**src/rtl/mfcc_melbank_pkg.sv**
```systemverilog
// Shared definitions for the mel filter-bank coefficient loader:
// FSM state encoding and a table-depth helper.
package mfcc_melbank_pkg;

    typedef enum logic [1:0] {
        ST_IDLE = 2'd0,
        ST_LOAD = 2'd1,
        ST_CSUM = 2'd2,
        ST_DONE = 2'd3
    } mel_state_t;

    // Number of table entries for a given address width.
    function automatic int unsigned depth(input int unsigned addr_width);
        return 32'd1 << addr_width;
    endfunction

endpackage

```
**src/rtl/mfcc_melbank_dpram.sv**
```systemverilog
// Coefficient table storage: one synchronous write port, one asynchronous
// read port (distributed-RAM style), with an optional output register.
// Contents are never reset so a coefficient set survives rst_n.
module mfcc_melbank_dpram #(
    parameter int ADDR_WIDTH = 8,
    parameter int DATA_WIDTH = 16,
    parameter int OUT_REG    = 0
) (
    input  logic                  clk,
    input  logic                  rst_n,
    input  logic                  wr_en,
    input  logic [ADDR_WIDTH-1:0] wr_addr,
    input  logic [DATA_WIDTH-1:0] wr_data,
    input  logic [ADDR_WIDTH-1:0] rd_addr,
    output logic [DATA_WIDTH-1:0] rd_data
);
    import mfcc_melbank_pkg::*;

    localparam int unsigned DEPTH = depth(ADDR_WIDTH);

    logic [DATA_WIDTH-1:0] mem [DEPTH];
    logic [DATA_WIDTH-1:0] rd_raw;

    // Synchronous write; a same-address read sees the new word from the next edge.
    always_ff @(posedge clk) begin
        if (wr_en) mem[wr_addr] <= wr_data;
    end

    assign rd_raw = mem[rd_addr];

    generate
        if (OUT_REG != 0) begin : g_oreg
            logic [DATA_WIDTH-1:0] rd_q;
            // Registered read data, one cycle behind rd_addr.
            always_ff @(posedge clk or negedge rst_n) begin
                if (!rst_n) rd_q <= '0;
                else        rd_q <= rd_raw;
            end
            assign rd_data = rd_q;
        end else begin : g_comb
            logic unused_rst;
            assign unused_rst = rst_n;
            assign rd_data    = rd_raw;
        end
    endgenerate

endmodule

```
**src/rtl/mfcc_melbank_coef_loader.sv**
```systemverilog
// Run-time loader for the MFCC mel filter-bank coefficient table.
// Takes a framed valid/ready stream and writes it to the table at
// load_base, wrapping at the top. The mel stage reads through rd_addr.
// Optional feature macro: MFCC_MELBANK_LOADER_CSUM_EN adds a trailing
// checksum beat (sum of data words mod 2**DATA_WIDTH) checked before done.
module mfcc_melbank_coef_loader #(
    parameter int ADDR_WIDTH = 8,
    parameter int DATA_WIDTH = 16,
    parameter int OUT_REG    = 0
) (
    input  logic                  clk,
    input  logic                  rst_n,
    input  logic                  load_start,
    input  logic [ADDR_WIDTH-1:0] load_base,
    input  logic [ADDR_WIDTH:0]   load_len,
    input  logic                  s_valid,
    output logic                  s_ready,
    input  logic [DATA_WIDTH-1:0] s_data,
    input  logic                  s_last,
    output logic                  busy,
    output logic                  done,
    output logic                  err,
    input  logic [ADDR_WIDTH-1:0] rd_addr,
    output logic [DATA_WIDTH-1:0] rd_data
);
    import mfcc_melbank_pkg::*;

    localparam int unsigned           DEPTH_I = depth(ADDR_WIDTH);
    localparam logic [ADDR_WIDTH:0]   DEPTH_L = (ADDR_WIDTH+1)'(DEPTH_I);
    localparam logic [ADDR_WIDTH:0]   ONE_L   = (ADDR_WIDTH+1)'(1);

`ifdef MFCC_MELBANK_LOADER_CSUM_EN
    localparam mel_state_t LOAD_END = ST_CSUM;
`else
    localparam mel_state_t LOAD_END = ST_DONE;
`endif

    mel_state_t state, state_nx;

    logic [ADDR_WIDTH-1:0] base_q;
    logic [ADDR_WIDTH:0]   len_q;
    logic [ADDR_WIDTH:0]   cnt_q;
    logic                  err_q;

    logic                  ld_acc;
    logic                  len_zero;
    logic                  len_bad;
    logic                  beat;
    logic                  final_beat;
    logic                  frame_bad;
    logic                  wr_en;
    logic [ADDR_WIDTH-1:0] wr_addr;

    assign ld_acc     = (state == ST_IDLE) && load_start;
    assign len_zero   = (load_len == '0);
    assign len_bad    = (load_len > DEPTH_L);
    assign beat       = s_valid && s_ready;
    assign final_beat = (cnt_q == len_q - ONE_L);
    // s_last must coincide exactly with the final counted beat.
    assign frame_bad  = (s_last != final_beat);
    assign wr_en      = beat && (state == ST_LOAD);
    assign wr_addr    = base_q + cnt_q[ADDR_WIDTH-1:0];

`ifdef MFCC_MELBANK_LOADER_CSUM_EN
    logic [DATA_WIDTH-1:0] csum_q;
    logic                  csum_ok;

    assign csum_ok = (s_data == csum_q);

    // Running sum of accepted data words; the checksum word itself is excluded.
    always_ff @(posedge clk or negedge rst_n) begin
        if (!rst_n)      csum_q <= '0;
        else if (ld_acc) csum_q <= '0;
        else if (wr_en)  csum_q <= csum_q + s_data;
    end
`endif

    // State register.
    always_ff @(posedge clk or negedge rst_n) begin
        if (!rst_n) state <= ST_IDLE;
        else        state <= state_nx;
    end

    // Next-state logic.
    always_comb begin
        state_nx = state;
        case (state)
            ST_IDLE: begin
                if (load_start) begin
                    if (len_zero)     state_nx = ST_DONE;
                    else if (!len_bad) state_nx = ST_LOAD;
                end
            end
            ST_LOAD: begin
                if (beat) begin
                    if (frame_bad)   state_nx = ST_IDLE;
                    else if (s_last) state_nx = LOAD_END;
                end
            end
`ifdef MFCC_MELBANK_LOADER_CSUM_EN
            ST_CSUM: begin
                if (beat) state_nx = csum_ok ? ST_DONE : ST_IDLE;
            end
`endif
            ST_DONE: state_nx = ST_IDLE;
            default: state_nx = ST_IDLE;
        endcase
    end

    // Outputs decoded from state.
    always_comb begin
        s_ready = (state == ST_LOAD) || (state == ST_CSUM);
        busy    = (state == ST_LOAD) || (state == ST_CSUM);
        done    = (state == ST_DONE);
    end

    assign err = err_q;

    // Load parameters and beat counter, captured on an accepted start.
    always_ff @(posedge clk or negedge rst_n) begin
        if (!rst_n) begin
            base_q <= '0;
            len_q  <= '0;
            cnt_q  <= '0;
        end else if (ld_acc) begin
            base_q <= load_base;
            len_q  <= load_len;
            cnt_q  <= '0;
        end else if (wr_en) begin
            cnt_q  <= cnt_q + ONE_L;
        end
    end

    // Sticky error: cleared by an accepted start, set on any framing fault.
    always_ff @(posedge clk or negedge rst_n) begin
        if (!rst_n)                err_q <= 1'b0;
        else if (ld_acc)           err_q <= len_bad;
        else if (wr_en && frame_bad) err_q <= 1'b1;
`ifdef MFCC_MELBANK_LOADER_CSUM_EN
        else if (beat && (state == ST_CSUM) && !csum_ok) err_q <= 1'b1;
`endif
    end

    mfcc_melbank_dpram #(
        .ADDR_WIDTH (ADDR_WIDTH),
        .DATA_WIDTH (DATA_WIDTH),
        .OUT_REG    (OUT_REG)
    ) u_ram (
        .clk     (clk),
        .rst_n   (rst_n),
        .wr_en   (wr_en),
        .wr_addr (wr_addr),
        .wr_data (s_data),
        .rd_addr (rd_addr),
        .rd_data (rd_data)
    );

endmodule
```
**config.mk**
```make
export PLATFORM = sky130hd
export DESIGN_NAME = mfcc_melbank_coef_loader
export DESIGN_NICKNAME = d
export VERILOG_FILES = /design/src/rtl/mfcc_melbank_pkg.sv /design/src/rtl/mfcc_melbank_dpram.sv /design/src/rtl/mfcc_melbank_coef_loader.sv
export SDC_FILE = /design/constraint.sdc
export NUM_CORES = 2
export LEC_CHECK = 0
export CAP_MARGIN = 15
export CORE_MARGIN = 2
export CORE_UTILIZATION = 35
export CTS_CLUSTER_SIZE = 24
export DETAILED_ROUTE_END_ITERATION = 8
export PLACE_DENSITY = 0.54
export SLEW_MARGIN = 10
export SYNTH_ARGS = -nofsm -noshare
export SYNTH_HDL_FRONTEND = slang
export SYNTH_SLANG_ARGS = --single-unit
```
**constraint.sdc**
```tcl
create_clock -name clk -period 5.78 [get_ports clk]
set_input_delay 1.156 -clock clk [delete_from_list [all_inputs] [get_ports clk]]
set_output_delay 1.156 -clock clk [all_outputs]
set_load 0.02 [all_outputs]
```
* Yosys cells after proc, flatten, opt, wreduce, memory -nomap -nowiden
Memories as Yosys holds them, arrays and structs flattened.
Index checks and enable logic that the tools add are counted.
** Storage, ports and cells
- Register bits after elaboration :: 29
- Memory bits (writable) :: 4096
- Bits of input ports :: 46
- Output and inout port bits :: 20
- Logic and storage cells :: 42
- Memories kept :: 1
** Memory list
- u_ram.mem :: depth 256, width 16, rd ports 1, clocked after Yosys merged registers in 0, wr ports 1, RTL line mfcc_melbank_dpram.sv:21 : logic [DATA_WIDTH-1:0] mem [DEPTH];
** Cells by class
- Add/sub/neg operators :: 3
- $lt $le $gt $ge :: 1
- Equality and inequality tests :: 9
- Muxes and demuxes :: 13
- Reduce and logical (&&, ||, !) cells :: 10
** Operators with widths (number)
- $mux 9 :: 2
- $mux 2 :: 6
- $add 9x1->9 const B :: 1
- $eq 9x9->1 :: 1
- $gt 9x9->1 const B :: 1
- $logic_not 9->1 :: 1
- $sub 9x1->9 const B :: 1
- $add 8x8->8 :: 1
- $ne 3x3->1 const B :: 2
- $eq 2x2->1 const B :: 2
- $logic_and 1x1->1 :: 4
- $mux 1 :: 4
- $ne 2x2->1 const B :: 2
- $pmux 2 s2 :: 1
- $reduce_and 4->1 :: 1
- $reduce_bool 2->1 :: 2
- $eq 2x1->1 const B :: 1
- $logic_not 2->1 :: 1
- $logic_or 1x1->1 :: 1
- $ne 1x1->1 :: 1

* Longest topological paths before layout
- Depth after elaboration :: 7
- Depth in mapped cells :: 13
- Gate-level depth less buffers :: 12

* By module
From an unflattened synthesis, not the netlist that was laid out.
** Second synthesis, totals
- Cell total of the unflattened synthesis :: 7563
- Area, all modules :: 160288.7 um^2
** By module, submodules not included
- mfcc_melbank_dpram :: instances 1, cells an instance 7344, area each 158394.4 um^2, sequential area each 122998.0 um^2
- mfcc_melbank_coef_loader :: instances 1, cells an instance 219, area each 1894.3 um^2, sequential area each 725.7 um^2

* Worst setup path after synthesis
Ideal clock, no wire load.
- Kind :: register to register
- Start :: register cnt_q[0]
- End :: memory u_ram.mem[18][0], enable pin
- Setup time :: 0.430 ns
- Arrival time :: 4.123 ns
- Data required time :: 5.350 ns
- Path slack :: 1.227 ns
- Stages on the path, launching flop included :: 10
- Period minus slack after synthesis :: 4.553 ns
- Cells stage by stage :: dfrtp_1 > ha_1 > fa_1 > a21o_1 > a21o_1 > a21o_1 > a311oi_2 > buf_4 > nand2_2 > nor4_1
** On the way
- Cells in the longest elaborated chain, start to end :: 1
** Ends and longest elaborated chain
- start: declaration :: RTL line mfcc_melbank_coef_loader.sv:42 : logic [ADDR_WIDTH:0] cnt_q;
- start signal: assignment :: RTL line mfcc_melbank_coef_loader.sv:130 : cnt_q <= cnt_q + ONE_L;
- $add 8x8->8 :: RTL line mfcc_melbank_coef_loader.sv:62 : assign wr_addr = base_q + cnt_q[ADDR_WIDTH-1:0];
- end: declaration :: RTL line mfcc_melbank_dpram.sv:21
No other way between the ends.

* Worst setup path after layout
- Start :: input port rd_addr[1]
- End :: output port rd_data[13]
** On the way
- Cells in the longest elaborated chain, start to end :: 1
** Ends and longest elaborated chain
- start: declaration :: RTL line mfcc_melbank_coef_loader.sv:23 : input logic [ADDR_WIDTH-1:0] rd_addr,
- $mem_v2 256x16
- end: declaration :: RTL line mfcc_melbank_coef_loader.sv:24 : output logic [DATA_WIDTH-1:0] rd_data
No other way between the ends.

==> results.md <==
* Status: finished, violations left
* Failing checks: negative setup slack
* Layout area overhead at 17.9%
* Ys async rst share at 0.00703
* DRT Pass-1 Iters at 6
* Final min period at 5.88 ns
* Net Sw Frac at 0.241
* Initial antenna violation count at 14
* Initial DRC Count at 10.2k
* Worst-path fanout max at 7
* NetSw at 0.0158 W
* Layout cells sized above 1 at 0.316
* Die ar. at 464,000 um2
* Leak Pwr at 59.5 nW
* Sink Count at 4,125
* Routed length per instance at 31.1 um
* Multi-input gate area at 35,900 um2
* Final #Nets at 8,347
* Die width at 681 um
* Gate power share at 0.094
* CP dominant cell by count: buf_4
* Sequential fraction of the synthesis area at 0.772
* Critical path's top delay family: buffers and inverters
* VDD IR-drop max at 0.332 mV
* Sequential share of power at 0.507
* Clk pwr share at 0.399
* DRC at 0
* Fin util at 0.415
* Total global routing track utilization at 0.191
* Cell Area, Synth at 160,000 um2
* Routed Antenna Nets at 0
* Top cells by area, synth: edfxtp_1 (77%), mux4_2 (12%), mux2i_1 (2.6%)
* Vias in the first global route at 81.4k
* GRT overflow at 0
* Synth warn at 0
* Distinct cells, synth at 69
* Via count at 81.7k
* Buffers and inverters on the worst path at 9
* RSZ-0062 raised after global routing: true
* Final worst-path cycle share at 1.02
* Critical Path Start Type: input pin
* Vias per cell at 5.58
* Final Hold Viols at 0
* HPWL Detailed at 278 mm
* Register bit total from synthesis at 4,125
* Clk slew on worst S/H paths at 0.06 ns
* Starting Density at 0.352
* Place WS at -1.16 ns
* Root Buffer: clkbuf_16
* Max-Cap Viols at 0
* # H-tree levels at 5
* Port bufs at 65
* Wirelength, routed at 455 mm
* Largest net degree at the start of global routing at 142
* Number of flops mapped to enable cells by yosys at 4,096
* FF/Latch Area at 124,000 um2
* Int Power at 0.0498 W
* Core area at 456,000 um2
* Achievable Freq at 0.170 GHz
* Critical Path RT at 4.62 ns
* Post-synth top cells: edfxtp_1 (4,096), mux4_2 (841), mux2i_1 (420)
* Area leader, netlist: edfxtp_1
* Top_reg_cell synth: edfxtp_1
* Clock buffer depth at 4
* Final Max Tran Viols at 0
* Max stage delay on crit path at 0.53 ns
* Syn Area/Cell at 21.5 um2
* Post-synth top area share at 0.767
* Kind of critical path: input pin to primary output
* PD cells at 347 nW/um2
* Synth Instances at 7,442
* Hold Crit Class: register to register
* Worst endpoint data arrival time at 4.73 ns
* Critical path endpoint category: primary output
* Worst-Skew Late Latency at 1.00 ns
* First-pass GRT wire length at 634 mm
* Row count at 248
* Final hold slack at 0.527 ns
* Slowest cell on crit path: nand4_1
* Ordered cell list for the critical path: buf_8, buf_12, or3_4, buf_12, buf_4, buf_4, o22ai_1, a2111oi_0, buf_4, a2111oi_4, nand4_1, buf_12, nor3_4, buf_4, buf_4
* Fillers at 39.6k
* GPL Wtd Cong at 0.852
* Endpoints failing setup at 6
* I/O pins at 66
* TritonCTS buffer count at 412
* Setup WS post-layout at -0.105 ns
* Slew margin rel. at 0.0398
* Hold buffers post-CTS at 0
* Die height at 681 um
* Most frequent cell after synthesis: edfxtp_1
* Net Count, Synth at 7,502
* Layout Cells excl Fill at 14.6k
* TritonCTS clock tree: built
* Final Skew at 0.0512 ns
* Worst-Margin Slew at 1.40 ns
* Post-Place Cells at 13.8k
stage by stage:
step           TNS, ns  total power (W)  cell area, um2
2_1_floorplan        0           0.0366          160000
3_3_place_gp     -8.99           0.0398          175000
3_5_place_dp     -8.22           0.0399          175000
4_1_cts         -0.159           0.0660          188000
5_1_grt         -0.522           0.0674          189000
6_report        -0.396           0.0656          189000
final cells by class:
type | count | share of cell area
Antenna cell | 10 | 0.000132
Sequential cell | 4125 | 0.654
Timing Repair Buffer | 925 | 0.0470
Tap cell | 6000 | 0.0397
Clock inverter | 251 | 0.0122
Clock buffer | 505 | 0.0570
Inverter | 11 | 0.000218
Multi-Input combinational cell | 2812 | 0.190
registers in the layout (all words and copies together) (netlist names):
register   cells
base_q         8
u_ram.mem   4096
len_q          9
err            1
state          2
cnt_q          9
worst paths after layout:
kind,start,end,slack [ns],depth (start not counted)
hold reg to reg,base_q[0],base_q[0],0.53,1
hold / removal,base_q[0],base_q[0],0.53,1
setup / recovery,rd_addr[1],rd_data[13],-0.10,15
min in group asynchronous,rst_n,len_q[4],0.58,2
setup reg to reg,cnt_q[0],u_ram.mem[50][0],1.30,10
max in group asynchronous,rst_n,cnt_q[0],4.91,2
worst reg2reg max path, delay by kind of cell, from the launching register on:
kind	cells	cell delay (ns)
buf+inv	2	0.66
simple gates	2	1.31
compound gates	4	1.01
fa+ha+maj	2	0.74
flops	1	0.46
repair_timing:
action	in CTS	in global routing
cloned	3	7
pin swaps	17	26
resized for setup	54	67
buffers inserted	12	35
setup endpoints to repair	14	13
cell usage in the layout (no fill, tap or decap), types with 29 or more instances in the layout:
cell       synthesis  routed
nor3_1            67      50
mux2_2            84      83
a22oi_1          153     152
edfxtp_1        4096    4096
mux2i_1          420     418
a21oi_2            1      96
buf_12             3      99
o211ai_1          32      32
o22ai_1          177     165
nand2_1           85      84
o221ai_1          29      29
nor2_1            47      46
clkbuf_16          0     425
o21ai_0           52      51
clkinv_2           0      70
nand3_1           57      54
nor4_2             0      66
a221oi_1          31      29
buf_4             62     732
dfrtp_1           29      29
clkbuf_1         230      87
a211oi_2           0      65
bufinv_16          0      33
mux4_2           841     841
nor4_1           103      37
a21oi_1          207     111
clkinv_1           0     111
a22o_1            50      50
kinds of logic (layout without fill, tap and decap cells):
family / count (synthesis) / after routing / share of synthesized area
DFF: 4125 / 4125 / 0.772
adders and majority gates: 14 / 14 / 0.00114
xor gates and xnor gates: 24 / 24 / 0.00136
other: 0 / 10 / 0
muxes: 1351 / 1351 / 0.151
AOI/OAI and AO/OA: 941 / 941 / 0.0407
buffers and inverters: 505 / 1692 / 0.0177
and+or+nand+nor: 482 / 482 / 0.0164
metal layers:
layer,vias to the layer above,global-route usage,share of wire
met3,636,0.0279,0.069
met1,44300,0.272,0.43
met4,4,0.0559,0.032
met2,3239,0.305,0.47
li1,33500,-,-
met5,-,0,0.000042
power groups by stage:
stage | Clock, W | Combinational (W) | Sequential, W
global route | 0.0278 | 0.00643 | 0.0332
CTS | 0.0266 | 0.00610 | 0.0332
detailed placement | 0 | 0.00603 | 0.0339
floorplan | 0 | 0.00279 | 0.0338
global placement | 0 | 0.00593 | 0.0339
finish | 0.0262 | 0.00619 | 0.0332
No activity file was read; power rests on OpenSTA's default activity.
